## config.mk

```make
export PLATFORM = sky130hd
export DESIGN_NAME = mult_div_unit
export DESIGN_NICKNAME = d
export VERILOG_FILES = /design/src/rtl/mult_div_pkg.sv /design/src/rtl/mult_div_step.sv /design/src/rtl/mult_div_unit.sv
export SDC_FILE = /design/constraint.sdc
export NUM_CORES = 1
export LEC_CHECK = 0
export BUFFER_PORTS_ARGS = -buffer_cell sky130_fd_sc_hd__buf_4
export CORE_ASPECT_RATIO = 1.25
export CORE_MARGIN = 2
export CORE_UTILIZATION = 36
export CTS_CLUSTER_DIAMETER = 50
export DETAILED_ROUTE_END_ITERATION = 12
export GPL_TIMING_DRIVEN = 0
export PLACE_DENSITY_LB_ADDON = 0.08
export SETUP_SLACK_MARGIN = 0.4
export SYNTH_ARGS = -nofsm -noshare
export SYNTH_HDL_FRONTEND = slang
export SYNTH_SLANG_ARGS = --single-unit
export TNS_END_PERCENT = 1
```

## constraint.sdc

```tcl
create_clock -name clk -period 4 [get_ports clk]
set_input_delay 0.4 -clock clk [delete_from_list [all_inputs] [get_ports clk]]
set_output_delay 0.4 -clock clk [all_outputs]
set_load 0.01 [all_outputs]
```

## src/rtl/mult_div_pkg.sv

```systemverilog
// ============================================================================
// Module      : mult_div_pkg
// Description : Shared op encodings, FSM state type and default width for the
//               iterative multiply/divide unit.
// Revision    : 1.0 - initial release
// ============================================================================
`default_nettype none

package mult_div_pkg;

    localparam int DEFAULT_WIDTH = 32;

    localparam logic [1:0] OP_MULTU = 2'b00;
    localparam logic [1:0] OP_MULT  = 2'b01;
    localparam logic [1:0] OP_DIVU  = 2'b10;
    localparam logic [1:0] OP_DIV   = 2'b11;

    typedef enum logic [1:0] {
        IDLE = 2'd0,
        RUN  = 2'd1,
        FIX  = 2'd2
    } state_t;

endpackage

`default_nettype wire

```

## src/rtl/mult_div_step.sv

```systemverilog
// ============================================================================
// Module      : mult_div_step
// Description : Combinational single iteration: shift-add multiply step or
//               restoring divide step on a 2*WIDTH working accumulator.
// Revision    : 1.0 - initial release
// ============================================================================
`default_nettype none

module mult_div_step #(
    parameter int WIDTH = 32
) (
    input  logic               is_div,
    input  logic [2*WIDTH-1:0] acc,
    input  logic [WIDTH-1:0]   opnd,
    output logic [2*WIDTH-1:0] acc_next,
    output logic               q_bit
);

    logic [WIDTH:0]     w_sum;
    logic [WIDTH:0]     w_diff;
    logic [2*WIDTH-1:0] w_acc_mul;
    logic [2*WIDTH-1:0] w_acc_div;

    // Multiply: {partial product, remaining multiplier bits}, LSB first.
    assign w_sum     = {1'b0, acc[2*WIDTH-1:WIDTH]} + (acc[0] ? {1'b0, opnd} : '0);
    assign w_acc_mul = {w_sum, acc[WIDTH-1:1]};

    // Divide: {partial remainder, dividend/quotient}; the quotient bit is
    // left as zero here and merged by the caller through q_bit.
    assign w_diff    = acc[2*WIDTH-1:WIDTH-1] - {1'b0, opnd};
    assign w_acc_div = w_diff[WIDTH] ? {acc[2*WIDTH-2:0], 1'b0}
                                     : {w_diff[WIDTH-1:0], acc[WIDTH-2:0], 1'b0};

    assign acc_next = is_div ? w_acc_div : w_acc_mul;
    assign q_bit    = is_div & ~w_diff[WIDTH];

endmodule

`default_nettype wire

```

## src/rtl/mult_div_unit.sv

```systemverilog
// ============================================================================
// Module      : mult_div_unit
// Description : Fixed-latency iterative MULT/MULTU/DIV/DIVU engine writing the
//               architectural HI/LO registers, with MTHI/MTLO write ports.
// Revision    : 1.0 - initial release
// ============================================================================
`default_nettype none

module mult_div_unit
    import mult_div_pkg::*;
#(
    parameter int WIDTH = DEFAULT_WIDTH,
    parameter int CNT_W = 6
) (
    input  logic             clk,
    input  logic             rst_n,
    input  logic             start,
    input  logic [1:0]       op,
    input  logic [WIDTH-1:0] A,
    input  logic [WIDTH-1:0] B,
    input  logic             hi_we,
    input  logic             lo_we,
    input  logic [WIDTH-1:0] wdata,
    output logic             busy,
    output logic             done,
    output logic             div_by_zero,
    output logic [WIDTH-1:0] hi,
    output logic [WIDTH-1:0] lo
);

    state_t             r_state;
    state_t             w_state_next;
    logic [CNT_W-1:0]   r_cnt;
    logic [2*WIDTH-1:0] r_acc;
    logic [WIDTH-1:0]   r_opnd;
    logic [WIDTH-1:0]   r_a_orig;
    logic               r_is_div;
    logic               r_neg_res;
    logic               r_neg_rem;
    logic               r_dbz;
    logic [WIDTH-1:0]   r_hi;
    logic [WIDTH-1:0]   r_lo;
    logic               r_done;
    logic               r_dbz_pulse;

    logic               w_is_signed;
    logic               w_a_neg;
    logic               w_b_neg;
    logic [WIDTH-1:0]   w_a_mag;
    logic [WIDTH-1:0]   w_b_mag;
    logic [2*WIDTH-1:0] w_acc_next;
    logic               w_q_bit;
    logic [2*WIDTH-1:0] w_prod;
    logic [WIDTH-1:0]   w_quo;
    logic [WIDTH-1:0]   w_rem;

    assign w_is_signed = op[0];
    assign w_a_neg     = w_is_signed & A[WIDTH-1];
    assign w_b_neg     = w_is_signed & B[WIDTH-1];
    assign w_a_mag     = w_a_neg ? (~A + 1'b1) : A;
    assign w_b_mag     = w_b_neg ? (~B + 1'b1) : B;

    mult_div_step #(
        .WIDTH    (WIDTH)
    ) u_step (
        .is_div   (r_is_div),
        .acc      (r_acc),
        .opnd     (r_opnd),
        .acc_next (w_acc_next),
        .q_bit    (w_q_bit)
    );

    assign w_prod = r_neg_res ? (~r_acc + 1'b1) : r_acc;
    assign w_quo  = r_neg_res ? (~r_acc[WIDTH-1:0] + 1'b1) : r_acc[WIDTH-1:0];
    assign w_rem  = r_neg_rem ? (~r_acc[2*WIDTH-1:WIDTH] + 1'b1) : r_acc[2*WIDTH-1:WIDTH];

    always_ff @(posedge clk or negedge rst_n) begin
        if (!rst_n) begin
            r_state <= IDLE;
        end else begin
            r_state <= w_state_next;
        end
    end

    always_comb begin
        w_state_next = r_state;
        case (r_state)
            IDLE:    if (start) w_state_next = RUN;
            RUN:     if (r_cnt == '0) w_state_next = FIX;
            FIX:     w_state_next = IDLE;
            default: w_state_next = IDLE;
        endcase
    end

    always_ff @(posedge clk or negedge rst_n) begin
        if (!rst_n) begin
            r_cnt       <= '0;
            r_acc       <= '0;
            r_opnd      <= '0;
            r_a_orig    <= '0;
            r_is_div    <= 1'b0;
            r_neg_res   <= 1'b0;
            r_neg_rem   <= 1'b0;
            r_dbz       <= 1'b0;
            r_hi        <= '0;
            r_lo        <= '0;
            r_done      <= 1'b0;
            r_dbz_pulse <= 1'b0;
        end else begin
            r_done      <= 1'b0;
            r_dbz_pulse <= 1'b0;
            case (r_state)
                IDLE: begin
                    // MTHI/MTLO land first; an accepted start's result overwrites later.
                    if (hi_we) r_hi <= wdata;
                    if (lo_we) r_lo <= wdata;
                    if (start) begin
                        r_cnt     <= CNT_W'(WIDTH - 1);
                        r_is_div  <= op[1];
                        r_neg_res <= w_a_neg ^ w_b_neg;
                        r_neg_rem <= w_a_neg;
                        r_dbz     <= op[1] & (B == '0);
                        r_a_orig  <= A;
                        r_opnd    <= op[1] ? w_b_mag : w_a_mag;
                        r_acc     <= op[1] ? {{WIDTH{1'b0}}, w_a_mag}
                                           : {{WIDTH{1'b0}}, w_b_mag};
                    end
                end
                RUN: begin
                    r_acc <= w_acc_next | {{(2*WIDTH-1){1'b0}}, w_q_bit};
                    if (r_cnt != '0) r_cnt <= r_cnt - 1'b1;
                end
                FIX: begin
                    r_done <= 1'b1;
                    if (!r_is_div) begin
                        r_hi <= w_prod[2*WIDTH-1:WIDTH];
                        r_lo <= w_prod[WIDTH-1:0];
                    end else if (r_dbz) begin
                        r_hi        <= r_a_orig;
                        r_lo        <= '1;
                        r_dbz_pulse <= 1'b1;
                    end else begin
                        r_hi <= w_rem;
                        r_lo <= w_quo;
                    end
                end
                default: ;
            endcase
        end
    end

    assign busy        = (r_state != IDLE);
    assign done        = r_done;
    assign div_by_zero = r_dbz_pulse;
    assign hi          = r_hi;
    assign lo          = r_lo;

endmodule

`default_nettype wire

```

Yosys cells after proc, flatten, opt, wreduce, memory -nomap -nowiden
Index checks and enable logic that the tools add are counted.

Bitwise operators: 12. $add $sub $neg: 8. Muxes and demuxes: 30. Eq/ne operators: 7. Reduce and logical (&&, ||, !) cells: 13.

Operators by type and width (count): $mux 32 (13); $mux 64 (4); $add 32x1->32 const B (4); $not 32->32 (4); $pmux 32 s2 (2); $pmux 64 s2 (1); $add 64x1->64 const B (1); $not 64->64 (1); $or 64x1->64 (1); $add 32x33->33 (1); $sub 33x32->33 (1); $logic_not 32->1 (1); $mux 6 (2); $pmux 6 s2 (1); $ne 2x2->1 const B (5); $reduce_and 2->1 (5); $logic_not 6->1 (1); $reduce_bool 2->1 (3); $reduce_bool 6->1 (1); $sub 6x1->6 const B (1); $and 1x1->1 (4); $mux 1 (4); $mux 2 (2); $pmux 2 s2 (1); other kinds (6) (6).

Bits in registers: 206. Output and inout bits: 67.

Longest topological paths before layout
Depth in word-level cells: 6. Mapped depth: 14.

By module
Synthesis repeated with hierarchy kept, for this count alone.

Cells, all modules: 2241. Area total of the unflattened synthesis: 17431.7 sq um.

By module, submodules not included: mult_div_unit (cells each 1610, area each 13052.5 sq um, sequential area each 5154.9 sq um, instances 1); mult_div_step (cells each 631, area each 4379.2 sq um, sequential area each 0.0 sq um, instances 1).

Worst setup path before layout
Ideal clock, no wire load.

Path kind: reg-to-reg. Start: reg r_acc[0]. End: reg r_acc[61]. Buffers on the path: 3. Period minus slack after synthesis: 3.197 ns. Stages on the path, launching flop included: 15. Slack: 0.803 ns. Data required time: 3.871 ns. Library setup time: 0.129 ns. Arrival: 3.068 ns. Cell sequence: dfrtp_1 > clkbuf_1 > inv_1 > clkbuf_1 > nor2_1 > ha_1 > clkbuf_1 > and4_1 > and2_1 > a221oi_1 > nor2_1 > nor3_1 > a21oi_1 > xor2_1 > a2111o_1.

Cells in the longest elaborated chain, start to end: 5.

RTL lines: start, declared (RTL line mult_div_unit.sv:34) `logic [2*WIDTH-1:0] r_acc;`; start signal, assigned (RTL line mult_div_unit.sv:125) `r_acc <= op[1] ? {{WIDTH{1'b0}}, w_a_mag}`; start signal, assigned (RTL line mult_div_unit.sv:130) `r_acc <= w_acc_next | {{(2*WIDTH-1){1'b0}}, w_q_bit};`; $mux 32 (RTL line mult_div_step.sv:25) `assign w_sum = {1'b0, acc[2*WIDTH-1:WIDTH]} + (acc[0] ? {1'b0, opnd} : '0);`; $add 32x33->33 (RTL line mult_div_step.sv:25); $mux 64 (RTL line mult_div_step.sv:34) `assign acc_next = is_div ? w_acc_div : w_acc_mul;`; $or 64x1->64 (RTL line mult_div_unit.sv:130); $pmux 64 s2 (RTL line mult_div_unit.sv:112) `case (r_state)`.

Every way passes these cells. A chain may end at the register's enable or synchronous reset.

Final worst setup path
Start: reg r_acc[43]. End: reg r_hi[24] (netlist: hi[24]).

Cells in the longest elaborated chain, start to end: 6. Elaborated cells on any way between the ends: 9.

RTL lines: $not 32->32 (RTL line mult_div_unit.sv:75) `assign w_rem = r_neg_rem ? (~r_acc[2*WIDTH-1:WIDTH] + 1'b1) : r_acc[2*WIDTH-1:WIDTH];`; $add 32x1->32 (RTL line mult_div_unit.sv:75); $mux 32 (RTL line mult_div_unit.sv:75); $mux 32 (RTL line mult_div_unit.sv:138) `end else if (r_dbz) begin`; $mux 32 * (RTL line mult_div_unit.sv:135) `if (!r_is_div) begin`; $pmux 32 s2 * (RTL line mult_div_unit.sv:112); end signal, assigned (RTL line mult_div_unit.sv:115) `if (hi_we) r_hi <= wdata;`; end signal, assigned (RTL line mult_div_unit.sv:136) `r_hi <= w_prod[2*WIDTH-1:WIDTH];`; end signal, assigned (RTL line mult_div_unit.sv:139) `r_hi <= r_a_orig;`; end, declared (RTL line mult_div_unit.sv:41) `logic [WIDTH-1:0] r_hi;`.

Mark *: on every way between the ends. The rest lies on a longest branch, timed or not.

==> impl_metrics.yaml <==
setup_path:
  critPathSlowestCell: "nor4_1"
  arrival_ns: 4.38
  start_kind: "flip-flop"
  endpoint_kind: "flip-flop"
  slowest_delay_ns: 1.07
  critPathKind: "reg -> reg"
  cpMostUsedCell: "o21ai_1"
  path_cells: "clkbuf_1, nor4_1, nand4_1, or2_2, o21ai_1, xnor2_1, mux2_2, a222oi_1, o21ai_1"
  worstPathMaxFanout: 9
  required_ns: 4.46
die:
  pin_count: 170
  die_height_um: 249.0
  start_util: 0.3653
  rows: 89
  core_sq_mm: 0.04733
  die_area_sq_mm: 0.04981
  die_x_um: 200.0
synthesis:
  avgSynthCellArea_sq_um: 7.718
  synth_edf_count: 0
  yosys_warnings: 0
  synth_seq_cells: 206
  synth-main-ff-cell: "dfrtp_1"
  synth_area_sq_mm: 0.01729
  synthArstFlopShare: 1.000
  syn-num-nets: 2415
  ys_types: 85
  synth_seq_area_share: 0.2982
  synthCells: 2240
power:
  p_leak_nw: 8.708
  vdd_ir_drop_max_mv: 0.4194
  power_density_mw_per_mm2: 1039
cells_and_area:
  nFillCells: 4892
  multi_input_area_sq_mm: 0.01137
  regArea_sq_mm: 0.005161
  layout.nets: 2634
  syn2layout_area_growth_pct: 19.66
  fin_cells: 3120
  drive_gt1_frac: 0.1228
  n_antenna_cell: 0
timing:
  fin_crit_sh: 0.9815
  post-route-min-period_ns: 3.926
  hold_viol: 0
  skew_ns: 0.01544
  grt_setup_unrepaired: "yes"
  final-max-slew-violation-count: 0
  finalWorstSetupSlack_ns: 0.07384
  slew_headroom: 0.1608
  finalSetupViolations: 0
  tightest_slew_ns: 1.254
  timing.fmax_mhz: 254.7
place:
  dp_hpwl_mm: 70.97
  port_buffers: 168
  place_worst_setup_slack_ns: -0.4536
  dp.cells: 3047
  gp_congestion: 0.9757
grt:
  grt_pass1_wl_mm: 128.8
  grt_max_degree: 91
  groute.usage.overall: 0.3536
  grt-ovfl-total: 0
  grt_pass1_vias: 18900
  antenna_found_initial: 2
detailed_routing:
  dr.first_iter.drc_count: 1620
  via_per_inst: 6.041
  ant_nets: 0
  drc_errors: 0
  vias: 18850
  first_pass_iters: 6
  wl_mm: 88.19
  avgRoutedWirePerCell_um: 28.26
cts:
  cts.sinks: 206
  clockRootBuffer: "clkbuf_16"
  worstSkewPairLatency_ns: 0.60
  clkTransAtPathRegs_ns: 0.06
  cts-buffers-inserted: 31
  cts_tree: "done"
  h-tree-depth: 1
  clk_path_buf_depth: 3
hold_path:
  holdCritPathClass: "in -> reg"
job:
  drv_cap: 0
outcome:
  status: "finished, final reports clean"
## layout make-up
cell class	count	share of cell area
tap	637	0.03853
clock buffer	38	0.03974
timing repair buffer	186	0.07113
inverter	70	0.01306
clock inverter	19	0.009012
buffer	150	0.02933
multi-input combinational	1814	0.5497
sequential	206	0.2495
## kinds of logic (layout without fill, tap and decap cells)
| group | count (synthesis) | count (layout) | synth area share |
|---|---|---|---|
| multiplexers | 70 | 70 | 0.04103 |
| flip-flops | 206 | 206 | 0.2982 |
| buffers and inverters | 220 | 463 | 0.04885 |
| adder cells (fa/ha/maj) | 72 | 72 | 0.05297 |
| AND/OR/NAND/NOR | 761 | 761 | 0.2047 |
| XOR/XNOR | 160 | 160 | 0.08105 |
| AO/OA/AOI/OAI | 751 | 751 | 0.2733 |
## critical path, delay by kind of cell, from the launching register on
kind | cells | cell delay (ns)
simple gates | 3 | 2.01
flops | 1 | 0.41
buf+inv | 1 | 0.37
mux | 1 | 0.32
compound gates | 3 | 0.60
xor+xnor | 1 | 0.08
## worst paths after layout
check,endpoint,start,slack (ns),cells past startpoint
max,hi[24],r_acc[43],0.07,9
min,r_a_orig[17],A[17],0.04,3
max reg2reg,hi[24],r_acc[43],0.07,9
min reg2reg,r_opnd[4],r_opnd[4],0.48,2
max in group asynchronous,r_acc[31],rst_n,2.50,4
min in group asynchronous,lo[16],rst_n,0.31,2
## sequential cells by signal, summed over array words and instances (netlist names)
signal and flops:
r_a_orig 32, r_cnt 6, hi 32, r_opnd 32, lo 32, r_neg_res 1, done 1, r_state 2
r_is_div 1, r_neg_rem 1, div_by_zero 1, r_dbz 1, r_acc 64
## cell usage after synthesis (6+ instances only)
cell type	n	area share
a211oi_1	43	0.019
nor4_1	21	0.0076
o31a_1	6	0.0030
buf_2	6	0.0017
buf_1	20	0.0043
ha_1	70	0.051
or3_1	25	0.0090
mux2i_1	63	0.036
o22ai_1	49	0.018
a31oi_1	33	0.012
o41ai_1	14	0.0071
xor2_1	74	0.037
nand3_1	35	0.010
clkbuf_1	122	0.026
a221oi_1	10	0.0051
and3_1	16	0.0058
a22oi_1	28	0.012
nor3b_1	8	0.0035
inv_1	69	0.015
nand2b_1	19	0.0069
nand4_1	25	0.0090
nor2_1	196	0.043
o211ai_1	27	0.012
xnor2_1	86	0.044
o21ai_1	12	0.0035
or4_1	15	0.0065
o221ai_1	18	0.0091
nand2_1	303	0.066
o21ai_0	195	0.056
a21oi_1	181	0.052
a221o_1	6	0.0035
mux2_2	6	0.0039
and2_1	13	0.0047
dfrtp_1	206	0.30
nor3_1	45	0.013
nor2b_1	10	0.0036
a21o_1	28	0.012
o21a_1	15	0.0065
o31ai_1	30	0.013
## cells in the final DEF (no fill, tap or decap), drive strengths merged, types with 43 or more instances in the layout
master  Yosys  routed
nor3       45      45
nand2     303     303
inv        69      78
clkbuf    122     161
o21ai     207     207
mux2i      63      63
o22ai      49      49
dfrtp     206     206
a21oi     185     185
buf        28     212
xnor2      86      86
a211oi     43      43
nor2      197     197
xor2       74      74
ha         70      70
## per-stage QoR
step	TNS [ns]	cell area [sq um]	util	hold slack (ns)	total power, mW
final	0	20690	0.4371	0.03944	21.50
after global routing	0	20690	0.4371	0.03289	22.88
after CTS	0	20660	0.4365	0.01537	21.27
after detailed placement	-9.352	19410	0.4102	0.3589	17.99
after global placement	-9.174	19350	0.4088	0.4698	17.97
after floorplan	0	17290	-	0.1044	12.76
## repair_timing
item | 4_1_cts | 5_1_grt
hold buffers | 1 | 0
cloned | 0 | 0
setup buffers | 13 | 2
setup endpoints to repair | 64 | 47
pin swaps | 5 | 2
hold endpoints to repair | 55 | 0
resized for setup | 30 | 8
## power breakdown
part           switching (mW)  internal, mW
clock network            1.15          1.56
logic                    9.05          5.31
registers                1.29          3.13
## metal layers
layer	vias to the layer above	global-route usage	wire, um
li1	8630	-	-
met1	9152	0.4205	34040
met2	813	0.5999	42590
met3	249	0.05483	5467
met4	4	0.2032	6055
met5	-	0	29
(Power assumes the default switching activity.)
